==> config.mk <==
export PLATFORM = sky130hd
export DESIGN_NAME = pwm_ramp_ctrl
export DESIGN_NICKNAME = d
export VERILOG_FILES = /design/src/rtl/pwm_ctrl_pkg.sv /design/src/rtl/pwm_period_timer.sv /design/src/rtl/pwm_ramp_ctrl.sv
export SDC_FILE = /design/constraint.sdc
export NUM_CORES = 1
export LEC_CHECK = 0
export ABC_AREA = 0
export CAP_MARGIN = 20
export CORE_ASPECT_RATIO = 0.7
export CORE_MARGIN = 2
export CORE_UTILIZATION = 50
export DETAILED_ROUTE_END_ITERATION = 6
export PLACE_DENSITY_LB_ADDON = 0.25
export SETUP_SLACK_MARGIN = 0.3
export SYNTH_ARGS = -nofsm -noshare
export SYNTH_HDL_FRONTEND = slang
export SYNTH_SLANG_ARGS = --single-unit
==> constraint.sdc <==
create_clock -name clk -period 4.8 [get_ports clk]
set_input_delay 1.44 -clock clk [delete_from_list [all_inputs] [get_ports clk]]
set_output_delay 1.44 -clock clk [all_outputs]
set_load 0.02 [all_outputs]
==> src/rtl/pwm_ctrl_pkg.sv <==
// Shared types and helpers for the PWM fade (breathing) sequencer.
package pwm_ctrl_pkg;

  localparam int W_DEF      = 16;
  localparam int LOOP_W_DEF = 8;
  localparam int ARITH_W    = 32;

  typedef enum logic [2:0] {
    ST_IDLE      = 3'd0,
    ST_RAMP_UP   = 3'd1,
    ST_HOLD_HIGH = 3'd2,
    ST_RAMP_DOWN = 3'd3,
    ST_HOLD_LOW  = 3'd4
  } state_e;

  // a + b clamped to lim; the extra carry bit keeps the compare exact on overflow.
  function automatic logic [ARITH_W-1:0] sat_add(input logic [ARITH_W-1:0] a,
                                                 input logic [ARITH_W-1:0] b,
                                                 input logic [ARITH_W-1:0] lim);
    logic [ARITH_W:0] sum;
    sum = {1'b0, a} + {1'b0, b};
    if (sum > {1'b0, lim}) begin
      return lim;
    end else begin
      return sum[ARITH_W-1:0];
    end
  endfunction

  // a - b clamped to lo; compares against lo + b so nothing underflows.
  function automatic logic [ARITH_W-1:0] sat_sub(input logic [ARITH_W-1:0] a,
                                                 input logic [ARITH_W-1:0] b,
                                                 input logic [ARITH_W-1:0] lo);
    logic [ARITH_W:0] thr;
    thr = {1'b0, lo} + {1'b0, b};
    if ({1'b0, a} < thr) begin
      return lo;
    end else begin
      return a - b;
    end
  endfunction

endpackage

==> src/rtl/pwm_period_timer.sv <==
// Period counter mirroring the PWM counter; flags the last clock of each period.
module pwm_period_timer #(
  parameter int W = 16
) (
  input  logic         clk,
  input  logic         rst_n,
  input  logic         i_en,
  input  logic         i_clr,
  input  logic [W-1:0] i_period,
  output logic         o_tick
);

  logic [W-1:0] r_pcnt;
  logic         w_last;

  assign w_last = (r_pcnt == (i_period - W'(1)));
  assign o_tick = i_en & w_last;

  // Count 0..period-1 while enabled, wrap on the last clock, clear on request.
  always_ff @(posedge clk or negedge rst_n) begin
    if (!rst_n) begin
      r_pcnt <= W'(0);
    end else if (i_clr) begin
      r_pcnt <= W'(0);
    end else if (i_en) begin
      r_pcnt <= w_last ? W'(0) : (r_pcnt + W'(1));
    end else begin
      r_pcnt <= r_pcnt;
    end
  end

endmodule

==> src/rtl/pwm_ramp_ctrl.sv <==
// Fade sequencer: ramps PWM duty min->max, holds, ramps down, holds, loops.
// Every duty/state change is gated by the period tick so the PWM never sees
// a partial period.
module pwm_ramp_ctrl
  import pwm_ctrl_pkg::*;
#(
  parameter int W      = W_DEF,
  parameter int LOOP_W = LOOP_W_DEF
) (
  input  logic              clk,
  input  logic              rst_n,
  input  logic              i_start,
  input  logic              i_stop,
  input  logic [W-1:0]      i_period_cfg,
  input  logic [W-1:0]      i_duty_min,
  input  logic [W-1:0]      i_duty_max,
  input  logic [W-1:0]      i_step,
  input  logic [W-1:0]      i_rate_div,
  input  logic [W-1:0]      i_hold_periods,
  input  logic [LOOP_W-1:0] i_loops,
  output logic [W-1:0]      o_period_out,
  output logic [W-1:0]      o_duty_out,
  output logic              o_period_tick,
  output logic              o_busy,
  output logic              o_done
);

  state_e r_state, w_state_nx;

  logic [W-1:0]      r_period_l, r_min_l, r_max_l, r_step_l, r_rate_l, r_hold_l;
  logic [LOOP_W-1:0] r_loops_l;
  logic [W-1:0]      r_duty, r_divcnt, r_holdcnt;
  logic [LOOP_W-1:0] r_loopcnt;
  logic              r_busy, r_done, r_stop_pend;

  logic [W-1:0]      w_period_l_nx, w_min_l_nx, w_max_l_nx, w_step_l_nx, w_rate_l_nx, w_hold_l_nx;
  logic [LOOP_W-1:0] w_loops_l_nx;
  logic [W-1:0]      w_duty_nx, w_divcnt_nx, w_holdcnt_nx;
  logic [LOOP_W-1:0] w_loopcnt_nx, w_loop_inc;
  logic              w_busy_nx, w_done_nx, w_stop_pend_nx;
  logic              w_start_acc, w_go_idle, w_tick;
  logic [W-1:0]      w_up, w_dn;

  pwm_period_timer #(.W(W)) u_timer (
    .clk      (clk),
    .rst_n    (rst_n),
    .i_en     (r_busy),
    .i_clr    (w_start_acc | w_go_idle),
    .i_period (r_period_l),
    .o_tick   (w_tick)
  );

  assign w_up = W'(sat_add(ARITH_W'(r_duty), ARITH_W'(r_step_l), ARITH_W'(r_max_l)));
  assign w_dn = W'(sat_sub(ARITH_W'(r_duty), ARITH_W'(r_step_l), ARITH_W'(r_min_l)));

  assign o_period_out  = r_period_l;
  assign o_duty_out    = r_duty;
  assign o_period_tick = w_tick;
  assign o_busy        = r_busy;
  assign o_done        = r_done;

  // Next-state and datapath decisions; only the tick lets anything advance.
  always_comb begin
    w_state_nx     = r_state;
    w_period_l_nx  = r_period_l;
    w_min_l_nx     = r_min_l;
    w_max_l_nx     = r_max_l;
    w_step_l_nx    = r_step_l;
    w_rate_l_nx    = r_rate_l;
    w_hold_l_nx    = r_hold_l;
    w_loops_l_nx   = r_loops_l;
    w_duty_nx      = r_duty;
    w_divcnt_nx    = r_divcnt;
    w_holdcnt_nx   = r_holdcnt;
    w_loopcnt_nx   = r_loopcnt;
    w_busy_nx      = r_busy;
    w_done_nx      = 1'b0;
    w_stop_pend_nx = r_stop_pend;
    w_start_acc    = 1'b0;
    w_go_idle      = 1'b0;
    w_loop_inc     = r_loopcnt + LOOP_W'(1);

    if (r_state == ST_IDLE) begin
      if (i_start) begin
        // Zero fields are treated as 1; an inverted range collapses to flat.
        w_start_acc    = 1'b1;
        w_period_l_nx  = (i_period_cfg   == W'(0)) ? W'(1) : i_period_cfg;
        w_step_l_nx    = (i_step         == W'(0)) ? W'(1) : i_step;
        w_rate_l_nx    = (i_rate_div     == W'(0)) ? W'(1) : i_rate_div;
        w_hold_l_nx    = (i_hold_periods == W'(0)) ? W'(1) : i_hold_periods;
        w_min_l_nx     = i_duty_min;
        w_max_l_nx     = (i_duty_min > i_duty_max) ? i_duty_min : i_duty_max;
        w_loops_l_nx   = i_loops;
        w_duty_nx      = i_duty_min;
        w_divcnt_nx    = W'(0);
        w_holdcnt_nx   = W'(0);
        w_loopcnt_nx   = LOOP_W'(0);
        w_busy_nx      = 1'b1;
        w_stop_pend_nx = 1'b0;
        w_state_nx     = ST_RAMP_UP;
      end else begin
        w_stop_pend_nx = 1'b0;
      end
    end else begin
      w_stop_pend_nx = r_stop_pend | i_stop;
      if (w_tick) begin
        if (r_stop_pend | i_stop) begin
          w_go_idle = 1'b1;
        end else begin
          case (r_state)
            ST_RAMP_UP: begin
              if (r_divcnt == (r_rate_l - W'(1))) begin
                w_divcnt_nx = W'(0);
                w_duty_nx   = w_up;
                if (w_up == r_max_l) begin
                  w_state_nx   = ST_HOLD_HIGH;
                  w_holdcnt_nx = W'(0);
                end else begin
                  w_state_nx = ST_RAMP_UP;
                end
              end else begin
                w_divcnt_nx = r_divcnt + W'(1);
              end
            end
            ST_HOLD_HIGH: begin
              if (r_holdcnt == (r_hold_l - W'(1))) begin
                w_state_nx   = ST_RAMP_DOWN;
                w_divcnt_nx  = W'(0);
                w_holdcnt_nx = W'(0);
              end else begin
                w_holdcnt_nx = r_holdcnt + W'(1);
              end
            end
            ST_RAMP_DOWN: begin
              if (r_divcnt == (r_rate_l - W'(1))) begin
                w_divcnt_nx = W'(0);
                w_duty_nx   = w_dn;
                if (w_dn == r_min_l) begin
                  w_state_nx   = ST_HOLD_LOW;
                  w_holdcnt_nx = W'(0);
                end else begin
                  w_state_nx = ST_RAMP_DOWN;
                end
              end else begin
                w_divcnt_nx = r_divcnt + W'(1);
              end
            end
            ST_HOLD_LOW: begin
              if (r_holdcnt == (r_hold_l - W'(1))) begin
                w_loopcnt_nx = w_loop_inc;
                if ((r_loops_l != LOOP_W'(0)) && (w_loop_inc == r_loops_l)) begin
                  w_go_idle = 1'b1;
                end else begin
                  w_state_nx   = ST_RAMP_UP;
                  w_divcnt_nx  = W'(0);
                  w_holdcnt_nx = W'(0);
                end
              end else begin
                w_holdcnt_nx = r_holdcnt + W'(1);
              end
            end
            default: begin
              w_go_idle = 1'b1;
            end
          endcase
        end
      end else begin
        w_go_idle = 1'b0;
      end
    end

    if (w_go_idle) begin
      // Return to idle: duty parked at 0, period_out left at its last value.
      w_state_nx     = ST_IDLE;
      w_duty_nx      = W'(0);
      w_busy_nx      = 1'b0;
      w_done_nx      = 1'b1;
      w_stop_pend_nx = 1'b0;
      w_divcnt_nx    = W'(0);
      w_holdcnt_nx   = W'(0);
      w_loopcnt_nx   = LOOP_W'(0);
    end else begin
      w_done_nx = 1'b0;
    end
  end

  // FSM state register.
  always_ff @(posedge clk or negedge rst_n) begin
    if (!rst_n) begin
      r_state <= ST_IDLE;
    end else begin
      r_state <= w_state_nx;
    end
  end

  // Latched configuration, duty, counters and status outputs.
  always_ff @(posedge clk or negedge rst_n) begin
    if (!rst_n) begin
      r_period_l  <= W'(0);
      r_min_l     <= W'(0);
      r_max_l     <= W'(0);
      r_step_l    <= W'(0);
      r_rate_l    <= W'(0);
      r_hold_l    <= W'(0);
      r_loops_l   <= LOOP_W'(0);
      r_duty      <= W'(0);
      r_divcnt    <= W'(0);
      r_holdcnt   <= W'(0);
      r_loopcnt   <= LOOP_W'(0);
      r_busy      <= 1'b0;
      r_done      <= 1'b0;
      r_stop_pend <= 1'b0;
    end else begin
      r_period_l  <= w_period_l_nx;
      r_min_l     <= w_min_l_nx;
      r_max_l     <= w_max_l_nx;
      r_step_l    <= w_step_l_nx;
      r_rate_l    <= w_rate_l_nx;
      r_hold_l    <= w_hold_l_nx;
      r_loops_l   <= w_loops_l_nx;
      r_duty      <= w_duty_nx;
      r_divcnt    <= w_divcnt_nx;
      r_holdcnt   <= w_holdcnt_nx;
      r_loopcnt   <= w_loopcnt_nx;
      r_busy      <= w_busy_nx;
      r_done      <= w_done_nx;
      r_stop_pend <= w_stop_pend_nx;
    end
  end

endmodule

[Word-level counts from Yosys, hierarchy flattened]
Index checks and enable logic that the tools add are counted.
Cells by class
  add/sub/neg operators: 10
  multipliers: 0
  divide/modulo/power cells: 0
  magnitude comparators: 3
  equality and inequality tests: 20
  shift operators: 0
  mux-type cells: 73
  bitwise logic cells: 3
  reductions and logical operators: 25
Operators by type and width (count)
  16-bit 2-to-1 mux: 36
  16-bit equality test: 5
  16-bit zero test: 4
  16-bit case mux with 4 select lines: 1
  8-bit 2-to-1 mux: 7
  16-bit by 1-bit adder with 16-bit output (second input constant): 3
  16-bit case mux with 3 select lines: 1
  16-bit by 1-bit subtractor with 16-bit output (second input constant): 3
  16-bit by 16-bit adder with 17-bit output: 2
  3-bit 2-to-1 mux: 11
  16-bit case mux with 2 select lines: 1
  4-bit != test (second input constant): 7
  9-bit AND reduction: 2
  17-bit by 16-bit greater-than comparator with 1-bit output: 1
  16-bit by 17-bit less-than comparator with 1-bit output: 1
  16-bit greater-than comparator: 1
  16-bit subtractor: 1
  1-bit 2-to-1 mux: 13
  3-bit case mux with 4 select lines: 1
  3-bit nonzero test: 3
  8-bit by 1-bit adder with 8-bit output (second input constant): 1
  8-bit equality test: 1
  8-bit nonzero test: 1
  7-bit AND reduction: 1
  20 further kinds: 26
Word-level totals
  register bits: 182
  latch bits: 0
  memory bits (writable): 0
  memory bits (read-only): 0
  input bits: 108
  memories kept: 0

[Depth between registers and ports, before layout]
Gate-level depths: netlist of the first run.
  word-level depth: 11
  gate-level depth with buffers: 22
  mapped depth without buffers: 20

[Hierarchy]
A second synthesis of the first run with hierarchy kept.
Second synthesis, totals
  cells, all modules: 1865
  area total of the unflattened synthesis: 14954.3 um2
Modules (own cells, without submodules)
  pwm_ramp_ctrl: instances 1, cells an instance 1690, area each 13528.0 um2
  pwm_period_timer: instances 1, cells an instance 175, area each 1426.4 um2

[Worst setup path before layout of the first run]
Ideal clock, no wire load.
  path type: register to register
  from: register r_min_l[0]
  to: register r_holdcnt[0]
  setup time: 0.118 ns
  arrival: 4.423 ns
  required time: 4.682 ns
  setup slack: 0.259 ns
  stages on the path, launching flop included: 22
  buffers on the path: 2
  path through: dfrtp_1 -> ha_1 -> fa_1 -> a21o_1 -> a211oi_1 -> nor2_1 -> o211ai_1 -> nand2b_1 -> a21oi_1 -> xor2_1 -> ha_1 -> a21o_1 -> a211oi_1 -> o211a_1 -> a21oi_1 -> o21ai_0 -> nor2_1 -> o2111a_1 -> or3_1 -> buf_2 -> buf_6 -> a21o_1
Between the ends
  longest elaborated chain between the ends: 6
Ends and longest elaborated chain
  start: declaration: line pwm_ramp_ctrl.sv:30  | logic [W-1:0] r_period_l, r_min_l, r_max_l, r_step_l, r_rate_l, r_hold_l;
  start signal: assignment: line pwm_ramp_ctrl.sv:215  | r_min_l <= w_min_l_nx;
  16-bit by 16-bit adder with 17-bit output: line pwm_ctrl_pkg.sv:34  | thr = {1'b0, lo} + {1'b0, b};
  16-bit by 17-bit less-than comparator with 1-bit output: line pwm_ctrl_pkg.sv:35  | if ({1'b0, a} < thr) begin
  16-bit 2-to-1 mux: line pwm_ctrl_pkg.sv:35
  16-bit equality test *: line pwm_ramp_ctrl.sv:138  | if (w_dn == r_min_l) begin
  4-bit != test (no source line) *
  9-bit AND reduction (no source line) *
  end signal: assignment: line pwm_ramp_ctrl.sv:223  | r_holdcnt <= w_holdcnt_nx;
  end: declaration: line pwm_ramp_ctrl.sv:32  | logic [W-1:0] r_duty, r_divcnt, r_holdcnt;
Every way passes the cells marked *; elsewhere a longest branch is shown, timed or not.
A chain may end at the register's enable or synchronous reset.

[Final worst setup path of the first run]
  from: register r_duty[0], in the netlist o_duty_out[0]
  to: register r_holdcnt[11]
Between the ends
  longest elaborated chain between the ends: 6
  elaborated cells on any way between the ends: 11
  classes of those cells: add/sub: 2; order compare: 2; eq/ne: 4; mux: 2; reduce/logical: 1
Ends and longest elaborated chain
  start: declaration: line pwm_ramp_ctrl.sv:32
  start signal: assignment: line pwm_ramp_ctrl.sv:221  | r_duty <= w_duty_nx;
  16-bit by 16-bit adder with 17-bit output: line pwm_ctrl_pkg.sv:21  | sum = {1'b0, a} + {1'b0, b};
  17-bit by 16-bit greater-than comparator with 1-bit output: line pwm_ctrl_pkg.sv:22  | if (sum > {1'b0, lim}) begin
  16-bit 2-to-1 mux: line pwm_ctrl_pkg.sv:22
  16-bit equality test: line pwm_ramp_ctrl.sv:115  | if (w_up == r_max_l) begin
  4-bit != test (no source line)
  9-bit AND reduction (no source line) *
Marks and branches as above.

==> metrics, run 1 <==
outcome=complete, no violations; Synth Warn #=0; GRT overflow=0; min-delay src=r_max_l[2]; Worst Hold Endpoint=r_max_l[2]; Syn Std Cell Area=14,800 um^2; worst-path fanout max=8; Fmax=between 200 and 250 MHz; R2R depth=18; I/O pins=143; Worst slew margin=31.5%; most common library cells after synthesis=dfrtp_1, nor2_1, nand2_1; most numerous cell on the critical path=buf_4; Final nets=about 2,100; Tmin final=4.71 ns; area of the die=31,000 um^2; Max Cap Viol=0; RSZ-0062 raised after global routing=true; drt total wl=48,100 um; # DRC=0; final hold viol count=0; crit end category=flop; ANT nets after route=0; CP required=5.15 ns; Cells after Synth=roughly 1,700; crit share post-route=98.0%; DP HPWL=around 36,000 um; die width=roughly 210 um; starting density of the core=51.0%; post-synth top area cell=dfrtp_1; register area share after synthesis=30.8%; routability cong.=0.970; Syn Area/Cell=8.71 um^2; die height=148 um; total track usage=30.4%; antenna violations before repair=1; count leader, synth=dfrtp_1; CP Launch Type=flop; Core Area=29,000 um^2; CTS tree=done; Crit path arrival time=slightly above 5 ns; largest net degree at the start of global routing=slightly below 100; CTS H-Tree Depth=4; CTS buffer count=17; vias in the first global route=13,000; Rows=52; DR vias=14,200; EDFF count, synth=0; post-synth top area share=approximately 30%; fraction of layout cells with a size suffix above 1=roughly 17%; critical path's slowest cell=a2111oi_1; Max Clock Skew=between 0.01 and 0.015 ns; hold crit path type=flop to flop; most area-consuming cells after synthesis=dfrtp_1, ha_1, mux2_2, xnor2_1, a21oi_1; n_diodes=0; Mapped Nets=1,910; prevailing post-synth register cell=dfrtp_1; reg2reg start=o_duty_out[0]; synth unique cells=87; wire per inst=around 21 um; Initial DRC Count=between 1,500 and 2,000; Hold Path Depth=2; max-slew violations=0; clk sinks=182; Skew-Pair Late Insertion Delay=0.47 ns; CTS root buffer=clkbuf_16; Pre-antenna DRT Iters=5; Worst path max stage delay=0.59 ns; Clock Tree Buf Depth=2; Synth Register Bits=between 150 and 200; ys async rst share=100%; vias per std cell=6.25; Fin Setup TNS=0 ns; CP cell instances=inv_1 > ha_1 > inv_1 > fa_1 > a211oi_1 > buf_4 > o21ai_1 > and3_1 > nor3_1 > nand4_1 > a2111oi_1 > buf_4 > nand4_1 > o2111a_1 > or3_4 > buf_4 > buf_6 > o22a_1; R2R Setup Slk=0.09 ns; Worst-Margin Slew=1.02 ns; clock-pin slew on the worst setup and hold paths=0.07 ns; final setup vio count=0; IO buf count=142; hold buffers post-CTS=0; Setup CP Type=flop to flop; reg-to-reg critical path endpoint=r_holdcnt[11]; first-pass GRT wire length=73,800 um; synth-to-layout area growth=23.4%
[metrics by stage]
| step | util [%] | setup slack, ns | std cells | hold slack, ns | cell area, um^2 |
|---|---|---|---|---|---|
| after floorplan | - | 0.381 | 1698 | 0.491 | 14800 |
| after global placement | 58.2 | 0.0485 | 2205 | 0.512 | 16900 |
| after detailed placement | 58.2 | -0.0215 | 2205 | 0.518 | 16900 |
| after CTS | 61.0 | 0.184 | 2248 | 0.536 | 17700 |
| after global routing | 62.9 | 0.0298 | 2270 | 0.564 | 18300 |
| final | 62.9 | 0.0950 | 2270 | 0.537 | 18300 |
[routing by layer]
layer,global-route usage (%),vias up,share of wire [%]
met5,0,-,0.10
met4,5.78,4,1.4
met3,7.05,71,9.3
met2,42.4,666,41
met1,47.5,6886,49
li1,-,6561,-
[cells by family after synthesis]
group                      share of synthesized area, %
and+or+nand+nor                                    19.8
muxes                                              6.87
DFF                                                30.8
buffers and inverters                              4.53
xor gates and xnor gates                           9.66
AOI/OAI and AO/OA                                  19.4
adders and majority gates                          8.95
[worst max-delay path, delay by kind of cell, from the launching register on]
kind | cells | cell delay [ns]
compound gates | 5 | 1.53
simple gates | 5 | 1.20
buf+inv | 6 | 0.83
fa+ha+maj | 2 | 0.58
flops | 1 | 0.46
[worst max-delay path by stage]
stage,start,to,depth (start not counted)
5_1_grt,r_min_l[0],r_holdcnt[15],20
6_report,o_duty_out[0],r_holdcnt[11],18
2_1_floorplan,r_min_l[0],r_holdcnt[0],21
3_5_place_dp,r_min_l[0],r_holdcnt[14],20
3_3_place_gp,r_min_l[0],r_holdcnt[14],20
4_1_cts,o_period_out[1],o_period_tick,9
[layout by cell type (no fill, tap or decap), drive strengths merged, types with 8 or more instances in the layout]
master / instances
a211o: 11
a211oi: 20
a21o: 23
a21oi: 114
a22o: 17
a31oi: 22
and2: 8
and3: 36
buf: 102
clkbuf: 20
clkdlybuf4s50: 140
dfrtp: 182
ha: 101
inv: 94
mux2: 69
mux2i: 24
nand2: 116
nand2b: 19
nand3: 54
nand4: 24
nor2: 123
nor2b: 29
nor3: 52
nor4: 38
o211ai: 11
o21a: 15
o21ai: 107
o31ai: 14
or2: 13
or3: 12
or4: 11
xnor2: 81
xnor3: 8
xor2: 59
[cell type report]
cell class / count / area [um^2]
clock inverters: 14 / 190
multi-input cells: 1345 / 10000
clock buffers: 18 / 429
repair buffers: 244 / 2270
flip-flops and latches: 182 / 4560
fillers: 2496 / 10800
well taps: 378 / 473
inverters: 89 / 347
[what timing repair did]
action                     in CTS  in global routing
setup endpoints to repair      35                 36
buffers inserted               10                 21
resized for setup              35                 90
pin swaps                      13                 29
gates cloned                    1                  1
Power of run 1 is not shown: default switching activity piles up to over one toggle a cycle in this logic, so the estimate is an artifact.
==> run 2: changes to the inputs <==
--- a/config.mk
+++ b/config.mk
@@ -7,7 +7,7 @@
 export LEC_CHECK = 0
 export ABC_AREA = 0
 export CAP_MARGIN = 20
-export CORE_ASPECT_RATIO = 0.7
+export CORE_ASPECT_RATIO = 1.2
 export CORE_MARGIN = 2
 export CORE_UTILIZATION = 50
 export DETAILED_ROUTE_END_ITERATION = 6
==> run 2 against run 1 <==
Against the previous run: critical path depth did not move; global-route usage shrank 2.0 points; via count decreased by 2.9%; count of clock-buffer cells in the layout rose by 2; register-to-register slack improved by 0.19 ns; critical endpoint is now r_holdcnt[7].
==> metrics, run 2 (same netlist as run 1, synthesis figures left out) <==
LEAKAGE=7.61 nW; CTS tree=done (unchanged); # DRC=0 (unchanged); R2R Setup Slk=0.28 ns (was 0.09 ns); die height=192 um (was 148 um); Max Cap Viol=0 (unchanged); drt total wl=44,500 um (was 48,100 um); hold crit path type=flop to flop (unchanged); outcome=complete, no violations (unchanged); commonest non-fill, non-tap cells in the layout=dfrtp_1, clkdlybuf4s50_1, nor2_1 (unchanged); starting density of the core=50.4% (was 51.0%); Worst slew margin=27.9% (was 31.5%); critical path's slowest cell=dfrtp_1 (was a2111oi_1); crit end category=flop (unchanged); final setup vio count=0 (unchanged); GRT overflow=0 (unchanged); commonest non-fill, non-tap cell in the layout=dfrtp_1 (unchanged); die width=161 um (was 210 um); Pre-antenna DRT Iters=6 (was 5); wire per inst=19.8 um (was 21.2 um); hold buffers post-CTS=0 (unchanged); DR vias=13,800 (was 14,200); Filler Cells Inserted=2,577 (was 2,496); fraction of layout cells with a size suffix above 1=13.7% (was 16.9%); Skew-Pair Late Insertion Delay=0.45 ns (was 0.47 ns); DP HPWL=33,400 um (was 35,700 um); first-pass GRT wire length=69,800 um (was 73,800 um); IO buf count=142 (unchanged); largest net degree at the start of global routing=103 (was 98); CP cell instances=inv_1 > ha_1 > inv_1 > fa_1 > a211oi_1 > buf_4 > o21ai_0 > or4b_2 > o31ai_1 > or4_1 > a2111oi_2 > buf_4 > nand4_1 > o2111a_1 > or3_4 > buf_12 > buf_4 > o2bb2ai_1 (was inv_1 > ha_1 > inv_1 > fa_1 > a211oi_1 > buf_4 > o21ai_1 > and3_1 > nor3_1 > nand4_1 > a2111oi_1 > buf_4 > nand4_1 > o2111a_1 > or3_4 > buf_4 > buf_6 > o22a_1); routability cong.=1.00 (was 0.970); Rows=69 (was 52); CP required=5.12 ns (was 5.15 ns); crit share post-route=94.1% (was 98.0%); clk sinks=182 (unchanged); I/O pins=143 (unchanged); Tmin final=4.52 ns (was 4.71 ns); CTS root buffer=clkbuf_16 (unchanged); vias in the first global route=13,600 (was 13,000); dpl cell area=16,800 um^2 (was 16,900 um^2); CP endpoint=r_holdcnt[7] (was r_holdcnt[11]); vias per std cell=6.13 (was 6.25); area of the die=31,000 um^2 (about the same); antenna violations before repair=3 (was 1); min-delay src=r_rate_l[15] (was r_max_l[2]); Core Area=29,400 um^2 (was 29,000 um^2); most numerous cell on the critical path=buf_4 (unchanged); reg-to-reg critical path endpoint=r_holdcnt[7] (was r_holdcnt[11]); max-slew violations=0 (unchanged); power per standard cell area=881 nW/um^2; Design Area, Final=17,800 um^2 (was 18,300 um^2); Worst path max stage delay=0.51 ns (was 0.59 ns); CTS buffer count=17 (unchanged); clock-pin slew on the worst setup and hold paths=0.07 ns (about the same); CTS H-Tree Depth=4 (unchanged); Crit path arrival time=4.84 ns (was 5.06 ns); Worst-Margin Slew=1.08 ns (was 1.02 ns); final hold viol count=0 (unchanged); R2R depth=18 (unchanged); synth-to-layout area growth=20.4% (was 23.4%); Final nets=2,057 (was 2,091); Max Clock Skew=0.00840 ns (was 0.0140 ns); RSZ-0062 raised after global routing=true (unchanged); total power=approximately 16 mW; Final Util=60.7% (was 62.9%); total track usage=28.4% (was 30.4%); Setup CP Type=flop to flop (unchanged); worst-path fanout max=8 (unchanged); Clock Tree Buf Depth=2 (unchanged); Initial DRC Count=915 (was 1,579); crit path from=o_duty_out[0] (unchanged); CP Launch Type=flop (unchanged); peak supply drop=590 uV; reg2reg start=o_duty_out[0] (unchanged); Fmax=221 MHz (was 213 MHz); ANT nets after route=0 (unchanged)
## run 2: cell types whose count changed in the layout (fill, tap and decap cells not counted), moves of 6 or more
cell,before,now
o21ai_1,10,2
o21ai_0,92,102
a211oi_1,7,15
buf_6,8,2
a211oi_2,13,5
buf_4,91,63
## run 2: cell type report
class                   instances  area (um^2)  area share [%]
well taps                     390          488            2.74
clock buffers                  20          447            2.51
inverters                      89          334            1.88
multi-input cells            1345         9830            55.2
flip-flops and latches        182         4560            25.6
clock inverters                11          151           0.850
repair buffers                210         2000            11.2
diodes                          1         2.50          0.0141
## run 2: worst max-delay path, delay by kind of cell, from the launching register on
family	cells	cell delay, ns
AOI/OAI and AO/OA	6	1.40
adders and majority gates	2	0.44
buffers and inverters	6	0.76
DFF	1	0.51
and+or+nand+nor	4	1.27
## run 2: power breakdown
part           switching, mW  internal [mW]  leakage [nW]
clock                  0.643          0.834         0.290
combinational           6.08           5.06          5.10
sequential             0.947           2.12          2.23
## run 2: worst min path at each step
stage | endpoint | slack [ns] | cells past startpoint
after floorplan | r_loopcnt[1] | 0.49 | 2
after global placement | r_loopcnt[1] | 0.51 | 2
after CTS | r_rate_l[15] | 0.53 | 1
after detailed placement | r_rate_l[15] | 0.52 | 1
after global routing | r_rate_l[15] | 0.55 | 1
final | r_rate_l[15] | 0.53 | 1
## run 2: per-layer routing
layer,vias to the layer above,part of all wire [%],GRT usage [%]
met5,-,0.029,0
met4,2,4.2,12.3
met3,119,5.3,4.53
met2,480,51,51.9
met1,6682,39,32.9
li1,6492,-,-
## run 2: per-stage QoR
stage,std cells,hold slack [ns],worst slack (ns),setup TNS (ns)
2_1_floorplan,1698,0.491,0.381,0
3_3_place_gp,2198,0.511,0.103,0
3_5_place_dp,2198,0.519,-0.0388,-0.0775
4_1_cts,2234,0.534,0.306,0
5_1_grt,2247,0.552,0.0587,0
6_report,2248,0.531,0.281,0
## run 2: what timing repair did
| item | in CTS | in global routing |
|---|---|---|
| cloned | 0 | 1 |
| endpoints found under the setup margin | 35 | 36 |
| pin swaps | 9 | 25 |
| gates resized for setup | 21 | 44 |
| buffers inserted | 5 | 12 |
Note: power is estimated with default switching activity, not from simulation.
==> run 3: changes to the inputs <==
--- a/config.mk
+++ b/config.mk
@@ -8,11 +8,12 @@
 export ABC_AREA = 0
 export CAP_MARGIN = 20
 export CORE_ASPECT_RATIO = 1.2
-export CORE_MARGIN = 2
+export CORE_MARGIN = 1.5
 export CORE_UTILIZATION = 50
 export DETAILED_ROUTE_END_ITERATION = 6
 export PLACE_DENSITY_LB_ADDON = 0.25
 export SETUP_SLACK_MARGIN = 0.3
+export SKIP_LAST_GASP = 1
 export SYNTH_ARGS = -nofsm -noshare
 export SYNTH_HDL_FRONTEND = slang
 export SYNTH_SLANG_ARGS = --single-unit
==> run 3 against run 2 <==
Against the previous run: first-iteration DRC count shrank 8.4%; register-to-register slack gained 0.02 ns; via count up 0.17%; non-clock buffer count increased by 3; count of clock-buffer cells in the layout is 2 higher; critical path depth is 2 higher; final area decreased by 0.12%; fmax up 0.40%; critical path type unchanged; highest routed layer unchanged.
==> metrics, run 3 (same netlist as run 1, synthesis figures left out) <==
outcome=complete, no violations (unchanged); commonest non-fill, non-tap cells in the layout=dfrtp_1, clkdlybuf4s50_1, nor2_1 (unchanged); ANT nets after route=0 (unchanged); Setup CP Type=flop to flop (unchanged); Setup WS post-layout=0.299 ns (was 0.281 ns); largest net degree at the start of global routing=100 (was 103); Max Clock Skew=0.00968 ns (was 0.00840 ns); critical path's slowest cell=dfrtp_1 (unchanged); hold crit path type=flop to flop (unchanged); clk sinks=182 (unchanged); R2R Setup Slk=0.30 ns (was 0.28 ns); Clock Tree Buf Depth=2 (unchanged); routability cong.=1.04 (was 1.00); IO buf count=142 (unchanged); Worst Hold Endpoint=r_rate_l[15] (unchanged); die height=191 um (was 192 um); reg2reg start=r_step_l[0] (was o_duty_out[0]); final setup vio count=0 (unchanged); commonest non-fill, non-tap cell in the layout=dfrtp_1 (unchanged); Skew-Pair Late Insertion Delay=0.44 ns (was 0.45 ns); CTS buffer count=17 (unchanged); most numerous cell on the critical path=a21o_1 (was buf_4); starting density of the core=51.2% (was 50.4%); crit end category=flop (unchanged); drt total wl=44,900 um (was 44,500 um); antenna violations before repair=6 (was 3); CTS H-Tree Depth=4 (unchanged); crit share post-route=93.8% (was 94.1%); clock-pin slew on the worst setup and hold paths=0.07 ns (about the same); Fin Setup TNS=0 ns (unchanged); synth-to-layout area growth=20.2% (was 20.4%); Top Family by Delay on Critical Path=compound AO/OA/AOI/OAI gates (unchanged); Setup WS pre-CTS=0.0175 ns (was -0.0388 ns); wire per inst=20.0 um (was 19.8 um); min-delay src=r_rate_l[15] (unchanged); final hold viol count=0 (unchanged); vias in the first global route=13,600 (about the same); GRT overflow=0 (unchanged); reg-to-reg critical path endpoint=r_holdcnt[14] (was r_holdcnt[7]); Final nets=2,060 (was 2,057); Design Area, Final=17,800 um^2 (about the same); dpl cell area=16,800 um^2 (about the same); CP Launch Type=flop (unchanged); total track usage=29.2% (was 28.4%); WP buf/inv=2 (was 6); Core Area=28,900 um^2 (was 29,400 um^2); vias per std cell=6.14 (was 6.13); # DRC=0 (unchanged); Levels on crit path=20 (was 18); Hold Path Depth=1 (unchanged); Worst path max stage delay=0.39 ns (was 0.51 ns); max-slew violations=0 (unchanged); CP required=5.13 ns (was 5.12 ns); die width=160 um (was 161 um); DR vias=13,800 (about the same); worst-path fanout max=8 (unchanged); R2R depth=20 (was 18); Rows=68 (was 69); Initial DRC Count=838 (was 915); Fmax=222 MHz (was 221 MHz); CTS tree=done (unchanged); fraction of layout cells with a size suffix above 1=14.1% (was 13.7%); Worst slew margin=37.2% (was 27.9%); area of the die=30,600 um^2 (was 31,000 um^2); Filler Cells Inserted=2,521 (was 2,577); Crit path arrival time=4.83 ns (was 4.84 ns); DP HPWL=33,600 um (was 33,400 um); Worst-Margin Slew=0.942 ns (was 1.08 ns); I/O pins=143 (unchanged); RSZ-0062 raised after global routing=true (unchanged); first-pass GRT wire length=70,600 um (was 69,800 um); CP cell instances=ha_2 > fa_2 > a21o_1 > a211oi_2 > nor2_2 > o211ai_1 > buf_4 > o21ai_1 > a21o_1 > a21o_1 > a21oi_2 > xor2_1 > ha_1 > a211o_1 > o21ai_2 > nor2_4 > o2111a_1 > or3_4 > buf_6 > a211o_1 (was inv_1 > ha_1 > inv_1 > fa_1 > a211oi_1 > buf_4 > o21ai_0 > or4b_2 > o31ai_1 > or4_1 > a2111oi_2 > buf_4 > nand4_1 > o2111a_1 > or3_4 > buf_12 > buf_4 > o2bb2ai_1); Max Cap Viol=0 (unchanged); CTS root buffer=clkbuf_16 (unchanged); Tmin final=4.50 ns (was 4.52 ns); Pre-antenna DRT Iters=5 (was 6)
run 3: cell count changes in the layout (fill, tap and decap cells not counted), sizes merged:
cell / previous run / this run
inv: 90 / 89
clkbuf: 22 / 25
bufinv: 3 / 1
clkinvlp: 1 / 3
buf: 68 / 70
diode: 1 / 3
clkinv: 6 / 4
run 3: area by class of cell:
cell class	count	area (um^2)	area share (%)
Antenna cell	3	7.51	0.0422
Timing Repair Buffer	213	2020	11.4
Inverter	89	334	1.88
Clock inverter	8	80.1	0.450
Multi-Input combinational cell	1345	9860	55.4
Sequential cell	182	4560	25.6
Clock buffer	22	444	2.50
Tap cell	385	482	2.71
run 3: layer usage:
metal  global-route usage [%]  vias up  wire [um]
met1                     33.4     6725      17600
met2                     52.3      443      22900
li1                         -     6495          -
met4                     14.7        6       2000
met3                     5.19      130       2360
met5                        0        -         45
run 3: what timing repair did:
action / CTS / global route
endpoints found under the hold margin: 0 / 0
pin swaps: 18 / 27
hold buffers: 0 / 0
gates cloned: 1 / 2
gates resized for setup: 32 / 49
endpoints found under the setup margin: 36 / 36
setup buffers: 4 / 13
run 3: worst max-delay path by stage:
stage | start | endpoint | slack (ns)
2_1_floorplan | r_min_l[0] | r_holdcnt[0] | 0.38
3_3_place_gp | r_min_l[0] | r_holdcnt[15] | 0.06
3_5_place_dp | r_min_l[0] | r_holdcnt[14] | 0.02
4_1_cts | r_step_l[0] | r_holdcnt[14] | 0.30
5_1_grt | r_min_l[1] | r_holdcnt[14] | 0.11
6_report | r_step_l[0] | r_holdcnt[14] | 0.30
run 3: through the flow:
| step | utilization, % | instances | hold WS, ns |
|---|---|---|---|
| finish | 61.5 | 2247 | 0.527 |
| global placement | 58.0 | 2194 | 0.514 |
| detailed placement | 58.0 | 2194 | 0.518 |
| CTS | 60.2 | 2229 | 0.533 |
| floorplan | - | 1698 | 0.491 |
| global route | 61.5 | 2244 | 0.566 |
Power of run 3 is left out for the same reason.
